## config.mk

```make
export PLATFORM = sky130hd
export DESIGN_NAME = cdb_arbiter
export DESIGN_NICKNAME = d
export VERILOG_FILES = /design/src/rtl/cdb_arbiter.sv
export SDC_FILE = /design/constraint.sdc
export NUM_CORES = 1
export LEC_CHECK = 0
export ABC_AREA = 1
export BUFFER_PORTS_ARGS = -buffer_cell sky130_fd_sc_hd__buf_4
export CORE_UTILIZATION = 51
export CTS_CLUSTER_DIAMETER = 200
export DETAILED_ROUTE_END_ITERATION = 10
export MAX_ROUTING_LAYER = met4
export PLACE_DENSITY = 0.8
export SYNTH_ARGS = -nofsm -noshare
export SYNTH_HDL_FRONTEND = slang
export SYNTH_SLANG_ARGS = --single-unit
```

## constraint.sdc

```tcl
create_clock -name clk -period 3.19 [get_ports clk]
set_input_delay 0.319 -clock clk [delete_from_list [all_inputs] [get_ports clk]]
set_output_delay 0.319 -clock clk [all_outputs]
set_load 0.05 [all_outputs]
```

## src/rtl/cdb_arbiter.sv

```systemverilog
// rtl/cdb_arbiter.sv - common data bus arbiter with round-robin and starvation override
module cdb_arbiter #(
  parameter int NUM_REQ  = 4,
  parameter int TAG_W    = 5,
  parameter int DATA_W   = 16,
  parameter int MAX_WAIT = 8,
  parameter int SRC_W    = 2
) (
  input  logic                      clk,
  input  logic                      reset,
  input  logic                      flush,
  input  logic [NUM_REQ-1:0]        req_valid,
  input  logic [NUM_REQ*TAG_W-1:0]  req_tag,
  input  logic [NUM_REQ*DATA_W-1:0] req_data,
  output logic [NUM_REQ-1:0]        req_ready,
  output logic                      cdb_valid,
  output logic [TAG_W-1:0]          cdb_tag,
  output logic [DATA_W-1:0]         cdb_data,
  output logic [SRC_W-1:0]          cdb_src,
  output logic [31:0]               bcast_count,
  output logic                      tag0_err
);

  localparam int CNT_W = $clog2(MAX_WAIT + 1);

  logic [CNT_W-1:0]  wait_cnt [NUM_REQ];
  logic [SRC_W-1:0]  rr_ptr;
  logic [NUM_REQ-1:0] starve;
  logic              grant_any;
  logic [SRC_W-1:0]  winner;
  logic [TAG_W-1:0]  sel_tag;
  logic [DATA_W-1:0] sel_data;

  // Pick the winner: lowest starving unit first, otherwise first valid unit from rr_ptr onward.
  always_comb begin
    starve    = '0;
    grant_any = 1'b0;
    winner    = '0;
    for (int i = 0; i < NUM_REQ; i++) begin
      starve[i] = req_valid[i] && (wait_cnt[i] == CNT_W'(MAX_WAIT));
    end
    if (!reset && !flush) begin
      if (|starve) begin
        // Descending scan so the lowest starving index is the last one written.
        for (int i = NUM_REQ - 1; i >= 0; i--) begin
          if (starve[i]) begin
            winner    = SRC_W'(i);
            grant_any = 1'b1;
          end
        end
      end else begin
        // Descending offset so the unit closest to rr_ptr is the last one written.
        for (int k = NUM_REQ - 1; k >= 0; k--) begin
          if (req_valid[(int'(rr_ptr) + k) % NUM_REQ]) begin
            winner    = SRC_W'((int'(rr_ptr) + k) % NUM_REQ);
            grant_any = 1'b1;
          end
        end
      end
    end
    req_ready = grant_any ? (NUM_REQ'(1) << winner) : '0;
    sel_tag   = req_tag[int'(winner) * TAG_W +: TAG_W];
    sel_data  = req_data[int'(winner) * DATA_W +: DATA_W];
  end

  // Pointer, wait counters and the registered broadcast stage.
  always_ff @(posedge clk) begin
    if (reset) begin
      rr_ptr      <= '0;
      cdb_valid   <= 1'b0;
      cdb_tag     <= '0;
      cdb_data    <= '0;
      cdb_src     <= '0;
      bcast_count <= '0;
      tag0_err    <= 1'b0;
      for (int i = 0; i < NUM_REQ; i++) begin
        wait_cnt[i] <= '0;
      end
    end else begin
      if (grant_any) begin
        rr_ptr <= SRC_W'((int'(winner) + 1) % NUM_REQ);
      end
      for (int i = 0; i < NUM_REQ; i++) begin
        if (flush || !req_valid[i] || (grant_any && winner == SRC_W'(i))) begin
          wait_cnt[i] <= '0;
        end else if (wait_cnt[i] != CNT_W'(MAX_WAIT)) begin
          wait_cnt[i] <= wait_cnt[i] + 1'b1;
        end
      end
      cdb_valid <= 1'b0;
      cdb_tag   <= '0;
      cdb_data  <= '0;
      cdb_src   <= '0;
      if (grant_any) begin
        if (sel_tag != '0) begin
          cdb_valid   <= 1'b1;
          cdb_tag     <= sel_tag;
          cdb_data    <= sel_data;
          cdb_src     <= winner;
          bcast_count <= bcast_count + 32'd1;
        end else begin
          // Tag 0 names no producer: consume it silently and remember the protocol error.
          tag0_err <= 1'b1;
        end
      end
    end
  end

endmodule

```

==> out/results.ini <==
[run_status]
status=finished, final reports clean

[cells_and_area]
diodes=0
layout_commonest_cell=buf_4
drive_gt1_share_pct=24.7
area_delta_synth_final_pct=29.9
fin_nets=912
finalNonFillerCells=921
layout_common_cells=buf_4 (157), nand2_1 (129), nor2_1 (127)

[synthesis]
ys_seq_area_share_pct=35.9
syn-cell-area_um2=4630
synthCells=668
yosys_warnings=0
ys_seq_elements=75
synth_cell_types=32
synth.avg_cell_area_um2=6.92
syn_nets=772

[route]
drt_wl_total_um=13700
routed-via-count=4969
viasPerCell=5.40
dr.pass1.iters=5
drcViolationCount=0
avgRoutedWirePerCell_um=14.9
antenna_left=0
first_iter_violations=269

[cts]
clock_sinks=75
clkSlewWorstSetupHoldPaths_ns=0.10
cts_max_level=3
cts_root_buffer=clkbuf_8
cts_buffer_depth=2
numCtsBuffers=9
insertion_delay_ns=0.36
cts_tree=built

[worst_hold_path]
hold_end=cdb_data[11]
min_path_cells=3
worstHoldStart=req_data[59]
hold_class=in -> reg

[placed_design]
dp_hpwl_um=10500
port_buffers=151
place_congestion=0.947
dp.cells=905
dp_slack_ns=0.199

[setup_path]
cp_data_required_time_ns=2.87
r2r-end=bcast_count[1]
cp.depth=14
path_class=reg -> out
path_cells=inv_1 -> ha_1 -> nand2_1 -> nor2_1 -> nand2_1 -> nand2_1 -> nor3_4 -> nand3_4 -> nand2_8 -> clkinvlp_4 -> ha_1 -> nand2_1 -> inv_1 -> buf_4
worstPathArrival_ns=2.67
rr_worst_depth=18
worstSetupEndpointType=output pin
ff2ff_setup_slack_ns=0.35
crit_top_cell=nand2_1
cpMaxStageDelayCell=edfxtp_1
worstReg2RegStart=wait_cnt[3][0]
critPathBufInv=4
crit_family=simple AND/OR/NAND/NOR gates
start_kind=flop
cp_slowest_stage_delay_ns=0.40
path_max_fanout=27

[die]
rows=34
initial_core_util_pct=52.8
pin_count=152
core_area_um2=8760
die_y_um=97.2
die_x_um=97.2
dieArea_um2=9450

[timing]
setup_viol_count_final=0
fin_crit_sh_pct=93.5
hold_slack_ns=0.252
hold_viol_final=0
rsz0062_at_grt=yes
timing.fmax_mhz=335
tightest_slew_ns=0.642
fin_setup_tns_ns=0
relSlewSlack_pct=57.1
fin_ws_ns=0.206
skew_ns=0.0190
period_needed_ns=2.98
maxSlewViolCount=0

[grt]
antenna_found_initial=0
overflow=0
grt_pass1_wl_um=22100
globalRouteTotalUtil_pct=29.5
grt_pass1_vias=4709
grt_max_degree=38

[pwr]
p_leak_nw=2.69
powerDensity_nw_per_um2=378
power_mw=2.27
ir_drop_uv=198

[job]
cap_violations=0

==> cell families (layout without fill, tap and decap cells) <==
family,after synthesis,after routing,share of synthesized area (%)
AOI/OAI and AO/OA,86,86,9.85
xor gates and xnor gates,38,38,7.20
adders and majority gates,13,13,3.52
and+or+nand+nor,375,375,35.4
DFF,75,75,35.9
buffers and inverters,81,226,8.09
==> state kept, by name, summed over array words and instances, names as in the netlist <==
name and cells:
wait_cnt 16, bcast_count 32, cdb_valid 1, cdb_tag 5, cdb_data 16, tag0_err 1
rr_ptr 2, cdb_src 2
==> cell usage after synthesis <==
library cell	instances	share of area, %
nand2_2	7	0.95
nand3b_1	1	0.16
buf_6	7	1.7
nand3_4	1	0.38
o21bai_4	1	0.41
nand3_2	3	0.65
xor2_1	25	4.7
o21ai_0	34	3.7
nand2_1	129	10
a21oi_1	48	5.2
clkbuf_1	8	0.65
nor2_4	1	0.24
nor2_1	127	10
edfxtp_1	16	10
buf_4	2	0.32
nand3_1	73	7.9
ha_1	13	3.5
nand4_1	9	1.2
xnor2_1	13	2.5
a31oi_1	1	0.14
inv_2	8	0.65
o21a_1	1	0.16
buf_2	8	0.87
buf_1	4	0.32
a211oi_2	1	0.27
nand2_4	2	0.49
dfxtp_1	59	26
inv_1	43	3.5
nor3_1	14	1.5
nor3_2	1	0.22
nor4_1	7	0.95
clkinv_1	1	0.081
==> metal layers <==
layer | vias up | routed length, um | track usage [%]
met5 | - | 0 | -
met4 | 0 | 510 | 13.3
met3 | 43 | 845 | 5.76
met2 | 185 | 6610 | 47.9
met1 | 2286 | 5770 | 35.6
li1 | 2455 | - | -
==> through the flow <==
step | util (%) | instance area [um2]
final | 68.6 | 6010
after global routing | 68.6 | 6010
after CTS | 68.2 | 5970
after detailed placement | 65.8 | 5770
after global placement | 65.8 | 5770
after floorplan | - | 4630
==> how the worst max path moves through the flow <==
stage | from | endpoint | slack [ns]
floorplan | wait_cnt[1][0] | req_ready[1] | 0.59
global placement | rr_ptr[0] | tag0_err | 0.36
detailed placement | wait_cnt[1][0] | bcast_count[22] | 0.20
CTS | wait_cnt[3][0] | req_ready[1] | 0.02
global route | wait_cnt[3][0] | req_ready[3] | -0.02
finish | wait_cnt[1][0] | req_ready[1] | 0.21
==> repair_timing <==
action,in CTS,in global routing
gates resized for setup,0,7
buffers inserted,0,0
hold buffers,0,0
endpoints found under the setup margin,0,37
==> cell type report <==
cell class / instances / area (um2)
Sequential cell: 75 / 1660
Fill cell: 755 / 2750
Timing Repair Buffer: 158 / 1190
Clock buffer: 9 / 124
Inverter: 52 / 199
Multi-Input combinational cell: 512 / 2620
Clock inverter: 7 / 82.6
Tap cell: 108 / 135
==> worst register-to-register path, delay by kind of cell (launching register included) <==
kind	cells	cell delay [ns]
simple gates	14	1.69
buf+inv	3	0.51
flops	1	0.45
fa+ha+maj	1	0.15
==> where the power goes <==
part | total (mW) | switching (mW) | internal [mW] | leakage [nW]
registers | 1.01 | 0.0168 | 0.991 | 0.676
logic | 0.488 | 0.307 | 0.182 | 1.91
clock network | 0.778 | 0.403 | 0.375 | 0.0988
total | 2.27 | 0.726 | 1.55 | 2.69
Power figures use the tool's default switching activity.
